--- src/rtl/dp_input_conditioner.sv ---
// Board input conditioner for the DP datapath: synchronises and
// debounces the switch bus and the push button, plus press/release pulses.
module dp_input_conditioner #(
   parameter int SW_WIDTH        = 18,
   parameter int DEBOUNCE_CYCLES = 50000,
   parameter int CNT_WIDTH       = 16
) (
   input  logic                clock,
   input  logic                reset_n,
   input  logic [SW_WIDTH-1:0] sw_raw,
   input  logic                but_raw,
   output logic [SW_WIDTH-1:0] sw_out,
   output logic                but_out,
   output logic                but_press,
   output logic                but_release,
   output logic [7:0]          press_count
);

   typedef enum logic [1:0] {
      B_UP   = 2'd0,
      B_FALL = 2'd1,
      B_DOWN = 2'd2,
      B_RISE = 2'd3
   } b_state_t;

   localparam logic [CNT_WIDTH-1:0] CNT_LAST =
      CNT_WIDTH'(DEBOUNCE_CYCLES - 1);

   logic [SW_WIDTH-1:0]  sw_sync1;
   logic [SW_WIDTH-1:0]  sw_sync2;
   logic [SW_WIDTH-1:0]  sw_prev;
   logic [CNT_WIDTH-1:0] sw_cnt;

   logic                 b_sync1;
   logic                 b_sync2;
   logic [CNT_WIDTH-1:0] b_cnt;
   b_state_t             state;

   // Button synchroniser idles high so reset never looks like a press.
   always_ff @(posedge clock or negedge reset_n) begin
      if (!reset_n) begin
         sw_sync1 <= '0;
         sw_sync2 <= '0;
         b_sync1  <= 1'b1;
         b_sync2  <= 1'b1;
      end else begin
         sw_sync1 <= sw_raw;
         sw_sync2 <= sw_sync1;
         b_sync1  <= but_raw;
         b_sync2  <= b_sync1;
      end
   end

   // One window for the whole bus: any bit moving restarts it.
   always_ff @(posedge clock or negedge reset_n) begin
      if (!reset_n) begin
         sw_prev <= '0;
         sw_cnt  <= '0;
         sw_out  <= '0;
      end else begin
         sw_prev <= sw_sync2;
         if (sw_sync2 != sw_prev) begin
            sw_cnt <= '0;
         end else if (sw_sync2 != sw_out) begin
            if (sw_cnt == CNT_LAST) begin
               sw_out <= sw_sync2;
               sw_cnt <= '0;
            end else begin
               sw_cnt <= sw_cnt + 1'b1;
            end
         end else begin
            sw_cnt <= '0;
         end
      end
   end

   always_ff @(posedge clock or negedge reset_n) begin
      if (!reset_n) begin
         state       <= B_UP;
         b_cnt       <= '0;
         but_out     <= 1'b1;
         but_press   <= 1'b0;
         but_release <= 1'b0;
         press_count <= 8'd0;
      end else begin
         but_press   <= 1'b0;
         but_release <= 1'b0;
         case (state)
            B_UP: begin
               if (!b_sync2) begin
                  state <= B_FALL;
                  b_cnt <= '0;
               end
            end
            B_FALL: begin
               if (b_sync2) begin
                  state <= B_UP;
               end else if (b_cnt == CNT_LAST) begin
                  state       <= B_DOWN;
                  but_out     <= 1'b0;
                  but_press   <= 1'b1;
                  press_count <= press_count + 8'd1;
               end else begin
                  b_cnt <= b_cnt + 1'b1;
               end
            end
            B_DOWN: begin
               if (b_sync2) begin
                  state <= B_RISE;
                  b_cnt <= '0;
               end
            end
            B_RISE: begin
               if (!b_sync2) begin
                  state <= B_DOWN;
               end else if (b_cnt == CNT_LAST) begin
                  state       <= B_UP;
                  but_out     <= 1'b1;
                  but_release <= 1'b1;
               end else begin
                  b_cnt <= b_cnt + 1'b1;
               end
            end
            default: begin
               state   <= B_UP;
               b_cnt   <= '0;
               but_out <= 1'b1;
            end
         endcase
      end
   end

endmodule

--- config.mk ---
export PLATFORM = sky130hd
export DESIGN_NAME = dp_input_conditioner
export DESIGN_NICKNAME = d
export VERILOG_FILES = /design/src/rtl/dp_input_conditioner.sv
export SDC_FILE = /design/constraint.sdc
export NUM_CORES = 1
export LEC_CHECK = 0
export CORE_MARGIN = 5
export CORE_UTILIZATION = 56
export DETAILED_ROUTE_END_ITERATION = 8
export PLACE_DENSITY = 0.83
export SLEW_MARGIN = 20
export SYNTH_ARGS = -nofsm -noshare
export SYNTH_HDL_FRONTEND = slang
export SYNTH_SLANG_ARGS = --single-unit
export TNS_END_PERCENT = 10
--- constraint.sdc ---
create_clock -name clock -period 3.12 [get_ports clock]
set_input_delay 0.468 -clock clock [delete_from_list [all_inputs] [get_ports clock]]
set_output_delay 0.468 -clock clock [all_outputs]
set_load 0.005 [all_outputs]
== After elaboration in Yosys (flattened, before gate mapping) ==
Index checks and enable logic that the tools add are counted.
Storage, ports and cells
  memory bits (read-only): 0
  input bits: 21
  memories kept: 0
  output and inout bits: 29
  bits in writable memories: 0
  bits in registers: 119
  latch bits: 0
Cells by class
  equality and inequality tests: 15
  mux-type cells: 26
  magnitude comparators: 0
  multipliers: 0
  shifts and indexed selects: 0
  bitwise operators: 2
  add/sub/neg operators: 3
  reductions and logical operators: 7
  div/mod/pow operators: 0
Operators with widths (number)
  2-to-1 mux 16 bit: 8
  case mux 16 bit (4 select lines): 1
  inequality test 18 bit: 2
  adder 16 x 1 -> 16 bit, second input constant: 2
  == test 16 bit, second input constant: 2
  2-to-1 mux 2 bit: 6
  inequality test 2 bit, second input constant: 6
  2-to-1 mux 1 bit: 9
  adder 8 x 1 -> 8 bit, second input constant: 1
  case mux 2 bit (4 select lines): 1
  AND reduction 4 bit: 2
  inequality test 3 bit, second input constant: 2
  AND reduction 3 bit: 2
  AND reduction 5 bit: 1
  == test 2 bit, second input constant: 2
  == test 2 x 1 -> 1 bit, second input constant: 1
  zero test 2 bit: 1
  inverter 1 bit: 2
  case mux 1 bit (2 select lines): 1
  nonzero test 2 bit: 1

== Depth between registers and ports, before layout ==
  depth after elaboration: 4
  mapped depth: 7

== Worst setup path after synthesis ==
Ideal clock, no wire load.
  kind: register -> register
  from: register sw_sync2[13]
  to: register sw_out[10]
  path buffers: 1
  slack: 886 ps
  stages on the path, launching flop included: 7
  arrival time: 2109 ps
  required time: 2995 ps
  path through: dfrtp_1 > xor2_1 > nor4_2 > nand3_1 > a2111oi_4 > buf_6 > mux2_4
On the way
  longest elaborated chain between the ends: 3
RTL lines
  start, declared: RTL line 30  | logic [SW_WIDTH-1:0] sw_sync2;
  start signal, assigned: RTL line 48  | sw_sync2 <= sw_sync1;
  inequality test 18 bit: RTL line 62  | if (sw_sync2 != sw_prev) begin
  inverter 1 bit (no source line)
  AND reduction 3 bit (no source line) *
  end signal, assigned: RTL line 66  | sw_out <= sw_sync2;
  end, declared: RTL line 12  | output logic [SW_WIDTH-1:0] sw_out,
Mark *: on every way between the ends. The rest lies on a longest branch, timed or not.
A chain may end at the register's enable or synchronous reset.

== Worst setup path after layout ==
  from: register sw_sync2[5]
  to: register sw_out[0]
The elaborated chain is that of the path after synthesis.

==> run_results.csv <==
group,metric,value,unit
status,status,"finished with violations",
status,violations,"negative hold slack",
clock_network,clk_pin_slew,0.06,ns
pwr,p_leak,2.54,nW
clock_network,cts-resized-gates,0,
route,drtPass1Iterations,7,
pwr,powerDensity,618,nW/um^2
yosys,synth-main-ff-cell,"dfrtp_1",
setup_path,critPathLaunchType,"register",
sta,tightest_slew,0.870,ns
flow_run,cap_violations,0,
route,drc_errors,0,
sta,rsz0062_at_grt,"false",
clock_network,postCtsSetupBuffers,0,
setup_path,cp_data_arrival_time,2.95,ns
clock_network,htree_levels,4,
floorplanning,die_area,10400,sq um
floorplanning,io_pins,50,
place,io_buffer_count,49,
cells_and_area,fin_cells,540,
cells_and_area,fillCellCount,531,
route,drt_iter0_drc,126,
cells_and_area,areaGrowthSynthToFinish,26.1,%
sta,final_max_slew_viol_count,0,
yosys,syn_inst,358,
sta,whs,-0.00622,ns
clock_network,cts_tree,"yes",
global_route,grt_max_degree,53,
setup_path,path_max_fanout,7,
clock_network,numCtsBuffers,17,
clock_network,hold_buffers,0,
clock_network,clockBufferDepth,2,
place,placed_cells,509,
cells_and_area,seqCellArea,2980,sq um
place,detailed_place_hpwl,6010,microns
route,drt-total-wl,9280,microns
clock_network,cts-root-buf,"clkbuf_8",
route,antenna_left,0,
floorplanning,num_rows,33,
global_route,grt_pass1_vias,3117,
cells_and_area,n_antenna_cell,0,
global_route,overflow,0,
global_route,antenna_found_initial,0,
setup_path,crit_type,"reg2reg",
sta,setup_violations,0,
pwr,vdd_drop_max,0.386,mV
global_route,grt_usage,19.7,%
setup_path,r2r_slack,0.55,ns
yosys,yosysSeqAreaShare,62.6,%
sta,hold_viol,2,
sta,tns,0,ns
cells_and_area,multiInputGateArea,1730,sq um
setup_path,cp-end-kind,"register",
clock_network,clock_sinks,119,
yosys,ys_types,36,
floorplanning,initial_utilization,57.7,%
pwr,p_total,3.71,mW
yosys,syn_area,4760,sq um
cells_and_area,final_nets,447,
route,wl_per_cell,17.2,microns
floorplanning,fp.dieW,102,microns
min_path,hold_class,"in2async",
sta,fin_skew,0.00613,ns
route,viasPerCell,5.47,
sta,finalCriticalPeriod,2.57,ns
yosys,syn-num-nets,382,
place,place.gp.congestion,0.753,
yosys,avgSynthCellArea,13.3,sq um
cells_and_area,drive_gt1_share,15.2,%
sta,period_share,82.3,%
sta,fmaxAchievable,389,MHz
floorplanning,core_area,8260,sq um
global_route,grt_pass1_wl,15600,microns
sta,slew_headroom,41.8,%
floorplanning,die_h,102,microns
route,routed-via-count,2953,
yosys,synth_warnings,0,
yosys,synth_seq_cells,119,
clock_network,clk_latency,0.50,ns
yosys,synth_enable_flop_cells,0,
setup_path,crit_required,3.50,ns
yosys,synthArstFlopShare,100,%
## where the power goes
group	leakage (nW)	total, mW	internal (mW)	switching, mW
clock	0.297	1.96	1.32	0.647
combinational	0.718	0.117	0.0550	0.0622
sequential	1.52	1.63	1.59	0.0388
## area by class of cell
type / count / share of cell area [%]
clock buffers: 24 / 8.17
inverters: 3 / 0.188
well taps: 105 / 2.19
flip-flops and latches: 119 / 49.7
repair buffers: 55 / 9.09
multi-input cells: 227 / 28.8
clock inverters: 7 / 1.94
## worst paths after layout
check                              end  depth (start not counted)   startpoint
max in group asynchronous      but_out                          2      reset_n
min in group clock         sw_sync2[5]                          0  sw_sync1[5]
max                          sw_out[0]                          6  sw_sync2[5]
max reg2reg                  sw_out[0]                          6  sw_sync2[5]
min                         sw_out[10]                          1      reset_n
min reg2reg                sw_sync2[5]                          0  sw_sync1[5]
## critical path, stage by stage, from the launching register on
cell and delay [ns]:
dfrtp_1 0.43, xor2_1 0.18, nor4_1 0.35, nand3_1 0.23, a2111oi_4 0.61, buf_4 0.30
mux2_2 0.35
## cells by family (layout without fill, tap and decap cells)
family                   count (synthesis)  count (layout)  synth area share, %
buffers and inverters                   12              89                 1.10
XOR/XNOR                                72              72                 13.2
flip-flops                             119             119                 62.6
AND/OR/NAND/NOR                        123             123                 15.0
AO/OA/AOI/OAI                           10              10                 2.00
adder cells (fa/ha/maj)                  3               3                0.789
multiplexers                            19              19                 5.28
## cell usage in the layout, fill, tap and decap left out, types with 3 or more instances in the layout
cell type / synthesis / final
mux2_4: 10 / 10
nand3_1: 14 / 14
nand2_1: 15 / 15
ha_1: 3 / 3
nand4_1: 14 / 14
inv_1: 3 / 3
nor2_1: 20 / 20
xnor2_1: 45 / 45
a22o_1: 3 / 3
xor2_1: 27 / 27
nor4_1: 11 / 11
clkbuf_8: 0 / 6
and4_1: 3 / 3
bufinv_16: 0 / 3
mux2_2: 8 / 8
and3_1: 8 / 8
nor4_2: 4 / 4
buf_4: 0 / 6
clkbuf_16: 0 / 16
clkdlybuf4s50_1: 0 / 48
dfstp_2: 3 / 3
nor3_1: 24 / 24
dfrtp_1: 116 / 116
## cell usage after synthesis, types with 2 or more instances
| cell type | n | area share (%) |
|---|---|---|
| dfrtp_1 | 116 | 61 |
| clkbuf_1 | 8 | 0.63 |
| nand2_1 | 15 | 1.2 |
| dfstp_2 | 3 | 1.7 |
| nor2_1 | 20 | 1.6 |
| nand4_1 | 14 | 1.8 |
| nor4_2 | 4 | 1.1 |
| nor4_1 | 11 | 1.4 |
| nor3b_1 | 2 | 0.32 |
| nand3_1 | 14 | 1.5 |
| xor2_1 | 27 | 5.0 |
| and4_1 | 3 | 0.55 |
| ha_1 | 3 | 0.79 |
| a22o_1 | 3 | 0.55 |
| xnor2_1 | 45 | 8.3 |
| and3_1 | 8 | 1.1 |
| nor3_1 | 24 | 2.5 |
| and2_1 | 2 | 0.26 |
| inv_1 | 3 | 0.24 |
| mux2_4 | 10 | 3.2 |
| mux2_2 | 8 | 1.9 |
## per-layer routing
metal	track usage [%]	part of all wire, %	vias up
li1	-	-	1385
met5	0	0	-
met1	26.2	44	1498
met2	31.4	50	59
met4	6.76	1.6	0
met3	5.60	3.6	11
## state kept, by name (all words and copies together) (netlist names), named ones only
| signal | count |
|---|---|
| b_sync1 | 1 |
| sw_sync2 | 18 |
| b_cnt | 16 |
| but_out | 1 |
| sw_prev | 18 |
| press_count | 8 |
| state | 1 |
| sw_sync1 | 18 |
| but_release | 1 |
| b_sync2 | 1 |
| but_press | 1 |
| sw_cnt | 16 |
| sw_out | 18 |
## per-stage QoR
step / hold slack (ns) / area, sq um / util [%] / worst slack, ns
final: -0.00622 / 6000 / 72.7 / 0.552
after detailed placement: 0.335 / 5400 / 65.3 / 0.577
after floorplan: 0.172 / 4760 / - / 0.886
after global routing: 0.0431 / 6000 / 72.7 / 0.422
after global placement: 0.332 / 5400 / 65.3 / 0.677
after CTS: 0.0101 / 6000 / 72.7 / 0.543
No activity file was read; power rests on OpenSTA's default activity.
